[config.mk]
export PLATFORM = sky130hd
export DESIGN_NAME = tsic_cmd_framer
export DESIGN_NICKNAME = d
export VERILOG_FILES = /design/src/rtl/tsic_cmd_framer.sv
export SDC_FILE = /design/constraint.sdc
export NUM_CORES = 1
export LEC_CHECK = 0
export CAP_MARGIN = 20
export CORE_MARGIN = 2
export CORE_UTILIZATION = 48
export DETAILED_ROUTE_END_ITERATION = 10
export GPL_TIMING_DRIVEN = 0
export PLACE_DENSITY_LB_ADDON = 0.08
export SETUP_SLACK_MARGIN = 0.3
export SLEW_MARGIN = 20
export SYNTH_ARGS = -nofsm -noshare
export SYNTH_HDL_FRONTEND = slang
export SYNTH_SLANG_ARGS = --single-unit
[constraint.sdc]
create_clock -name clk -period 2.6 [get_ports clk]
set_clock_uncertainty 0.1 [all_clocks]
set_input_delay 0.26 -clock clk [delete_from_list [all_inputs] [get_ports clk]]
set_output_delay 0.26 -clock clk [all_outputs]
set_load 0.02 [all_outputs]
[src/rtl/tsic_cmd_framer.sv]
// Byte/word framing between the UART transceiver and TSIC_cntrl: 2-byte RX command
// assembly with inter-byte timeout, 2-byte TX response split. Define TSIC_FRAME_CHKSUM_EN for 3-byte XOR-checked frames.
module tsic_cmd_framer #(
    parameter int TO_CYCLES = 5000,
    parameter int TO_W      = 13
) (
    input  logic        clk,
    input  logic        rst,
    input  logic [7:0]  rx_data,
    input  logic        rx_rdy,
    output logic [15:0] cmd,
    output logic        cmd_rdy,
    input  logic        clr_cmd_rdy,
    input  logic [15:0] resp,
    input  logic        snd_resp,
    output logic        resp_busy,
    output logic [7:0]  tx_data,
    output logic        trmt,
    input  logic        tx_done,
    output logic        frame_err,
    output logic        overrun
);

    localparam logic [1:0] RX_IDLE = 2'd0;
    localparam logic [1:0] RX_LO   = 2'd1;
    localparam logic [1:0] RX_CK   = 2'd2;

    localparam logic [2:0] TX_IDLE = 3'd0;
    localparam logic [2:0] TX_HI   = 3'd1;
    localparam logic [2:0] TX_WHI  = 3'd2;
    localparam logic [2:0] TX_LO   = 3'd3;
    localparam logic [2:0] TX_WLO  = 3'd4;
    localparam logic [2:0] TX_CK   = 3'd5;
    localparam logic [2:0] TX_WCK  = 3'd6;

    localparam logic [TO_W-1:0] TO_LAST = TO_W'(TO_CYCLES - 1);
    localparam logic [TO_W-1:0] TO_ZERO = TO_W'(0);
    localparam logic [TO_W-1:0] TO_ONE  = TO_W'(1);

`ifdef TSIC_FRAME_CHKSUM_EN
    function automatic logic [7:0] frame_chk(input logic [7:0] hi, input logic [7:0] lo);
        frame_chk = hi ^ lo;
    endfunction
`endif

    logic [1:0]      rx_state_r;
    logic [1:0]      rx_state_nxt_s;
    logic [TO_W-1:0] timer_r;
    logic [TO_W-1:0] timer_nxt_s;
    logic [7:0]      hi_r;
    logic            hi_ld_s;
    logic            frame_done_s;
    logic            frame_drop_s;
    logic [15:0]     cmd_nxt_s;
    logic [15:0]     cmd_r;
    logic            cmd_rdy_r;
    logic            frame_err_r;
    logic            overrun_r;
`ifdef TSIC_FRAME_CHKSUM_EN
    logic [7:0]      lo_r;
    logic            lo_ld_s;
`endif

    logic [2:0]      tx_state_r;
    logic [2:0]      tx_state_nxt_s;
    logic [15:0]     resp_r;
    logic            resp_ld_s;
    logic            send_s;
    logic [7:0]      send_byte_s;
    logic            busy_clr_s;
    logic            resp_busy_r;
    logic [7:0]      tx_data_r;
    logic            trmt_r;

    // RX next-state: a byte arriving on the timeout cycle still counts.
    always_comb begin
        rx_state_nxt_s = rx_state_r;
        timer_nxt_s    = timer_r;
        hi_ld_s        = 1'b0;
        frame_done_s   = 1'b0;
        frame_drop_s   = 1'b0;
`ifdef TSIC_FRAME_CHKSUM_EN
        lo_ld_s        = 1'b0;
        cmd_nxt_s      = {hi_r, lo_r};
`else
        cmd_nxt_s      = {hi_r, rx_data};
`endif
        case (rx_state_r)
            RX_IDLE: begin
                timer_nxt_s = TO_ZERO;
                if (rx_rdy) begin
                    hi_ld_s        = 1'b1;
                    rx_state_nxt_s = RX_LO;
                end else begin
                    rx_state_nxt_s = RX_IDLE;
                end
            end
            RX_LO: begin
                if (rx_rdy) begin
                    timer_nxt_s = TO_ZERO;
`ifdef TSIC_FRAME_CHKSUM_EN
                    lo_ld_s        = 1'b1;
                    rx_state_nxt_s = RX_CK;
`else
                    frame_done_s   = 1'b1;
                    rx_state_nxt_s = RX_IDLE;
`endif
                end else if (timer_r == TO_LAST) begin
                    frame_drop_s   = 1'b1;
                    timer_nxt_s    = TO_ZERO;
                    rx_state_nxt_s = RX_IDLE;
                end else begin
                    timer_nxt_s = timer_r + TO_ONE;
                end
            end
`ifdef TSIC_FRAME_CHKSUM_EN
            RX_CK: begin
                if (rx_rdy) begin
                    timer_nxt_s    = TO_ZERO;
                    rx_state_nxt_s = RX_IDLE;
                    if (rx_data == frame_chk(hi_r, lo_r)) begin
                        frame_done_s = 1'b1;
                    end else begin
                        frame_drop_s = 1'b1;
                    end
                end else if (timer_r == TO_LAST) begin
                    frame_drop_s   = 1'b1;
                    timer_nxt_s    = TO_ZERO;
                    rx_state_nxt_s = RX_IDLE;
                end else begin
                    timer_nxt_s = timer_r + TO_ONE;
                end
            end
`endif
            default: begin
                timer_nxt_s    = TO_ZERO;
                rx_state_nxt_s = RX_IDLE;
            end
        endcase
    end

    // RX state, command register and status pulses; completion beats a same-cycle clear.
    always_ff @(posedge clk) begin
        if (rst) begin
            rx_state_r  <= RX_IDLE;
            timer_r     <= TO_ZERO;
            hi_r        <= 8'h00;
            cmd_r       <= 16'h0000;
            cmd_rdy_r   <= 1'b0;
            frame_err_r <= 1'b0;
            overrun_r   <= 1'b0;
`ifdef TSIC_FRAME_CHKSUM_EN
            lo_r        <= 8'h00;
`endif
        end else begin
            rx_state_r  <= rx_state_nxt_s;
            timer_r     <= timer_nxt_s;
            frame_err_r <= frame_drop_s;
            overrun_r   <= frame_done_s & cmd_rdy_r & ~clr_cmd_rdy;
            if (hi_ld_s) begin
                hi_r <= rx_data;
            end
`ifdef TSIC_FRAME_CHKSUM_EN
            if (lo_ld_s) begin
                lo_r <= rx_data;
            end
`endif
            if (frame_done_s) begin
                cmd_r     <= cmd_nxt_s;
                cmd_rdy_r <= 1'b1;
            end else if (clr_cmd_rdy) begin
                cmd_rdy_r <= 1'b0;
            end
        end
    end

    // TX next-state: each byte is launched on the edge that enters its send state.
    always_comb begin
        tx_state_nxt_s = tx_state_r;
        resp_ld_s      = 1'b0;
        send_s         = 1'b0;
        send_byte_s    = 8'h00;
        busy_clr_s     = 1'b0;
        case (tx_state_r)
            TX_IDLE: begin
                if (snd_resp) begin
                    resp_ld_s      = 1'b1;
                    send_s         = 1'b1;
                    send_byte_s    = resp[15:8];
                    tx_state_nxt_s = TX_HI;
                end else begin
                    tx_state_nxt_s = TX_IDLE;
                end
            end
            TX_HI: begin
                tx_state_nxt_s = TX_WHI;
            end
            TX_WHI: begin
                if (tx_done) begin
                    send_s         = 1'b1;
                    send_byte_s    = resp_r[7:0];
                    tx_state_nxt_s = TX_LO;
                end else begin
                    tx_state_nxt_s = TX_WHI;
                end
            end
            TX_LO: begin
                tx_state_nxt_s = TX_WLO;
            end
            TX_WLO: begin
                if (tx_done) begin
`ifdef TSIC_FRAME_CHKSUM_EN
                    send_s         = 1'b1;
                    send_byte_s    = frame_chk(resp_r[15:8], resp_r[7:0]);
                    tx_state_nxt_s = TX_CK;
`else
                    busy_clr_s     = 1'b1;
                    tx_state_nxt_s = TX_IDLE;
`endif
                end else begin
                    tx_state_nxt_s = TX_WLO;
                end
            end
`ifdef TSIC_FRAME_CHKSUM_EN
            TX_CK: begin
                tx_state_nxt_s = TX_WCK;
            end
            TX_WCK: begin
                if (tx_done) begin
                    busy_clr_s     = 1'b1;
                    tx_state_nxt_s = TX_IDLE;
                end else begin
                    tx_state_nxt_s = TX_WCK;
                end
            end
`endif
            default: begin
                tx_state_nxt_s = TX_IDLE;
            end
        endcase
    end

    // TX state, latched response word and UART transmitter handshake.
    always_ff @(posedge clk) begin
        if (rst) begin
            tx_state_r  <= TX_IDLE;
            resp_r      <= 16'h0000;
            resp_busy_r <= 1'b0;
            tx_data_r   <= 8'h00;
            trmt_r      <= 1'b0;
        end else begin
            tx_state_r <= tx_state_nxt_s;
            trmt_r     <= send_s;
            if (resp_ld_s) begin
                resp_r <= resp;
            end
            if (send_s) begin
                tx_data_r <= send_byte_s;
            end
            if (resp_ld_s) begin
                resp_busy_r <= 1'b1;
            end else if (busy_clr_s) begin
                resp_busy_r <= 1'b0;
            end
        end
    end

    assign cmd       = cmd_r;
    assign cmd_rdy   = cmd_rdy_r;
    assign frame_err = frame_err_r;
    assign overrun   = overrun_r;
    assign resp_busy = resp_busy_r;
    assign tx_data   = tx_data_r;
    assign trmt      = trmt_r;

    tsic_cmd_framer_chk u_chk (
        .clk       (clk),
        .rst       (rst),
        .trmt      (trmt_r),
        .resp_busy (resp_busy_r),
        .frame_err (frame_err_r),
        .overrun   (overrun_r),
        .cmd_rdy   (cmd_rdy_r)
    );

endmodule

// Output-relationship invariants of the framer.
module tsic_cmd_framer_chk (
    input logic clk,
    input logic rst,
    input logic trmt,
    input logic resp_busy,
    input logic frame_err,
    input logic overrun,
    input logic cmd_rdy
);

    a_trmt_in_busy: assert property (@(posedge clk) disable iff (rst) trmt |-> resp_busy);
    a_trmt_pulse:   assert property (@(posedge clk) disable iff (rst) trmt |=> !trmt);
    a_ovr_has_cmd:  assert property (@(posedge clk) disable iff (rst) overrun |-> cmd_rdy);
    a_err_xor_ovr:  assert property (@(posedge clk) disable iff (rst) !(frame_err && overrun));

endmodule
# [Yosys cells after proc, flatten, opt, wreduce, memory -nomap -nowiden]
# Cells that the tools add are included.
[op_classes] addsub=1 eq_ne=7 mux=24 bitwise=4 n_reduce_logical=6
[ops] cell="$mux 8" count=2
[ops] cell="$pmux 8 s2" count=1
[ops] cell="$mux 1" count=15
[ops] cell="$pmux 3 s5" count=1
[ops] cell="$add 13x1->13 const B" count=1
[ops] cell="$eq 13x13->1 const B" count=1
[ops] cell="$eq 3x2->1 const B" count=2
[ops] cell="$mux 2" count=2
[ops] cell="$pmux 2 s2" count=1
[ops] cell="$reduce_bool 2->1" count=2
[ops] cell="$reduce_or 4->1" count=1
[ops] cell="$eq 3x1->1 const B" count=1
[ops] cell="$eq 3x3->1 const B" count=1
[ops] cell="$logic_not 3->1" count=1
[ops] cell="$mux 3" count=1
[ops] cell="$ne 3x3->1 const B" count=1
[ops] cell="$reduce_or 3->1" count=1
[ops] cell="$and 1x1->1" count=2
[ops] cell="$eq 2x1->1 const B" count=1
[ops] cell="$logic_not 2->1" count=1
[ops] cell="$not 1->1" count=2
[ops] cell="$pmux 1 s2" count=1
[totals] ff_bits=63 in_bits=30

# [Logic depth before layout (Yosys ltp)]
[logic_depth] depth_word=4 mapped_depth=6

# [Worst setup path after synthesis]
# Ideal clock, no wire load.
[synth_timing] path_type="register to register" from="register timer_r[10]" to="register timer_r[2]" setup_ns=0.115 arrival_time_ns=1.614 t_required_ns=2.385 path_slack_ns=0.772 stages_incl_launch_ff=6 n_path_buf=1 cell_sequence="dfxtp_1 or4b_1 or4_4 nand3_4 buf_8 nor2_1"
[synth_via] elab_chain_cells=2
[synth_lines] item="start, declared" line="48" text="logic [TO_W-1:0] timer_r;"
[synth_lines] item="start signal, assigned" line="157" text="timer_r <= timer_nxt_s;"
[synth_lines] item="$eq 13x13->1" line="108" text="end else if (timer_r == TO_LAST) begin"
[synth_lines] item="$reduce_or 4->1 (no source line)"
# Every way passes these cells.
# A chain may end at the register's enable or synchronous reset.

# [Final worst setup path]
[layout_timing] from="register tx_state_r[2]" to="register tx_data_r[5], in the netlist tx_data[5]"
[layout_via] elab_chain_cells=2 elab_cells_between_ends=4 classes_between="1 x eq/ne; 2 x mux; 1 x reduce/logical"
[layout_lines] item="start, declared" line="64" text="logic [2:0] tx_state_r;"
[layout_lines] item="start signal, assigned" line="252" text="tx_state_r <= tx_state_nxt_s;"
[layout_lines] item="$eq 3x2->1 or $logic_not 3->1 (tied branches)" line="184" text="case (tx_state_r)"
[layout_lines] item="$pmux 8 s2 or $pmux 1 s2 (tied branches)" line="184"
[layout_lines] item="end signal, assigned" line="258" text="tx_data_r <= send_byte_s;"
[layout_lines] item="end, declared" line="72" text="logic [7:0] tx_data_r;"
# Several ways; a longest one is shown, not always the timed one.

==> impl_metrics.json <==
{
  "vias": 2059,
  "diodes": 0,
  "slew_headroom": 0.481,
  "initial_core_util": 0.493,
  "drt_iter0_markers": 95,
  "n_fill_cell": 430,
  "synth_top_family_by_area": "simple AND/OR/NAND/NOR gates",
  "path_clk_slew_ns": 0.07,
  "rsz0062_at_grt": "false",
  "wl_met1_mm": 2.31,
  "rows": 25,
  "ioPinCount": 59,
  "worstPathArrival_ns": 2.20,
  "holdWs_ns": 0.344,
  "cts_tree": "done",
  "async_reset_ff_frac": 0,
  "crit_path_max_incr_delay_ns": 0.75,
  "routed.top_layer": "met4",
  "fmax_mhz": 491,
  "fin_ws_ns": 0.564,
  "netlist_area_mm2": 0.00231,
  "synth_edf_count": 0,
  "cts-root-buf": "clkbuf_8",
  "h-tree-depth": 3,
  "dp_hpwl_mm": 3.51,
  "crit_buf_inv": 2,
  "fin_nets": 375,
  "swShare": 0.216,
  "power.density_mw_per_mm2": 765,
  "ys_ff_latch": 62,
  "final_antenna_net_count": 0,
  "crit_path_max_fanout": 10,
  "synth_mux_area_frac": 0.00432,
  "grt_pass1_wl_mm": 8.24,
  "grt_pass1_vias": 1913,
  "insertion_delay_ns": 0.34,
  "synth_compound_area_frac": 0.125,
  "clk_path_buf_depth": 2,
  "worstPathRequired_ns": 2.76,
  "synth_flop_cell": "dfxtp_1",
  "finalSetupViolCount": 0,
  "wl_met2_mm": 2.40,
  "antenna_found_initial": 0,
  "cts.sink_count": 62,
  "critical_path_class": "reg -> reg",
  "path_cells": "clkbuf_1 > nor4b_2 > buf_2 > a22oi_1 > a21oi_1",
  "ir_worst_vdd_v": 0.000531,
  "synth-simple-area-share": 0.248,
  "coreArea_mm2": 0.00469,
  "viasPerCell": 5.11,
  "seq_power_share": 0.410,
  "place_ws_ns": 0.393,
  "die_w_um": 73.4,
  "grt_use_total": 0.200,
  "period_minus_slack_ns": 2.04,
  "multi_input_area_um2": 990,
  "syn-num-nets": 306,
  "regArea_mm2": 0.00124,
  "final_cell_mix": "nand2_1, dfxtp_1, clkdlybuf4s50_1",
  "grt_overflow": 0,
  "tightest_slew_ns": 0.776,
  "ys_types": 29,
  "postCtsSetupBuffers": 0,
  "final_common_cell": "nand2_1",
  "cts_resized": 0,
  "dieHeight_um": 73.4,
  "grt_max_degree": 12,
  "hold_path_class": "reg -> reg",
  "startpoint_type": "flop",
  "p_leak_uw": 0.00112,
  "syn_area_per_cell_um2": 8.42,
  "pwr-share-clk": 0.483,
  "yosysSeqAreaShare": 0.536,
  "synth_fa_ha_area_frac": 0.00541,
  "die_area_mm2": 0.00539,
  "drive_gt1_frac": 0.0602,
  "routabilityCongestion": 0.779,
  "fin_tns_setup_ns": 0,
  "slowest_stage": "nor4b_2",
  "yosysWarningCount": 0,
  "total_power_uw": 2480,
  "syn_inst": 275,
  "utilization": 0.692,
  "cts_made_buffers": 9,
  "end_kind": "flop",
  "first_pass_iters": 4,
  "wl_per_cell_um": 12.7,
  "fin_crit_sh": 0.783,
  "synthToLayoutAreaGrowth_pct": 40.3,
  "power.internal_uw": 1950,
  "max_cap_viol_count": 0,
  "wl_met3_um": 281,
  "portBuffers": 58,
  "holdBufCountCts": 0,
  "critPathTopFamily": "simple AND/OR/NAND/NOR gates",
  "post-route-drc-count": 0,
  "wl_mm": 5.14,
  "synth_xor_area_frac": 0.0454,
  "drv_slew": 0,
  "comb_power_share": 0.107,
  "finalHoldViolations": 0,
  "status": "finished clean",
  "switchingPower_uw": 538
}
-- power groups by stage --
stage	logic, µW	registers, µW	clock network (µW)
floorplan	117	1060	0
global placement	263	1040	0
detailed placement	265	1040	0
CTS	268	1020	1220
global route	290	1020	1260
finish	266	1020	1200
-- cell type report --
cell class	count	area share
multi-input combinational	194	0.305
timing repair buffer	58	0.179
clock buffer	9	0.0382
inverter	3	0.00347
sequential	62	0.382
clock inverter	7	0.0493
buffer	16	0.0224
tap	54	0.0208
-- cell families (layout without fill, tap and decap cells) --
group / after synthesis / after routing
flip-flops: 62 / 62
AND/OR/NAND/NOR: 127 / 127
adder cells (fa/ha/maj): 1 / 1
XOR/XNOR: 12 / 12
buffers and inverters: 19 / 93
AO/OA/AOI/OAI: 53 / 53
multiplexers: 1 / 1
-- cells in the mapped netlist, types with 2 or more instances --
cell type  instances  area share
a21oi_1           43       0.093
nand2_1           79        0.13
nor2_1            20       0.032
nand2b_1           2      0.0054
nand4_1            3      0.0081
inv_1              3      0.0049
nand3b_1           3      0.0097
and2_1             2      0.0054
nor4_1             3      0.0081
dfxtp_1           62        0.54
clkbuf_1          14       0.023
xor2_1             3       0.011
nor3_1             6       0.013
a22oi_1            8       0.026
nand3_1            2      0.0043
xnor2_1            9       0.034
-- worst paths after layout --
path              depth (start not counted)         end  slack (ns)     startpoint
hold reg to reg                           1  timer_r[0]        0.34     timer_r[0]
setup / recovery                          5  tx_data[5]        0.56  tx_state_r[2]
setup reg to reg                          5  tx_data[5]        0.56  tx_state_r[2]
hold / removal                            1  timer_r[0]        0.34     timer_r[0]
-- metrics by stage --
step                      area [µm²]  std cells
after floorplan                 2310        275
after global placement          2960        387
after detailed placement        2960        387
after CTS                       3250        403
after global routing            3250        403
final                           3250        403
-- routing by layer --
layer	vias to the layer above	track usage
met5	-	0
met2	58	0.327
met3	13	0.0466
li1	1055	-
met1	933	0.235
met4	0	0.127
-- state kept, by name, summed over array words and instances, names as in the netlist --
register and flops:
cmd 16, hi_r 8, cmd_rdy 1, tx_data 8, trmt 1, rx_state_r 1, timer_r 13, resp_busy 1
frame_err 1, resp_r 8, overrun 1, tx_state_r 3
(Power assumes the default switching activity.)
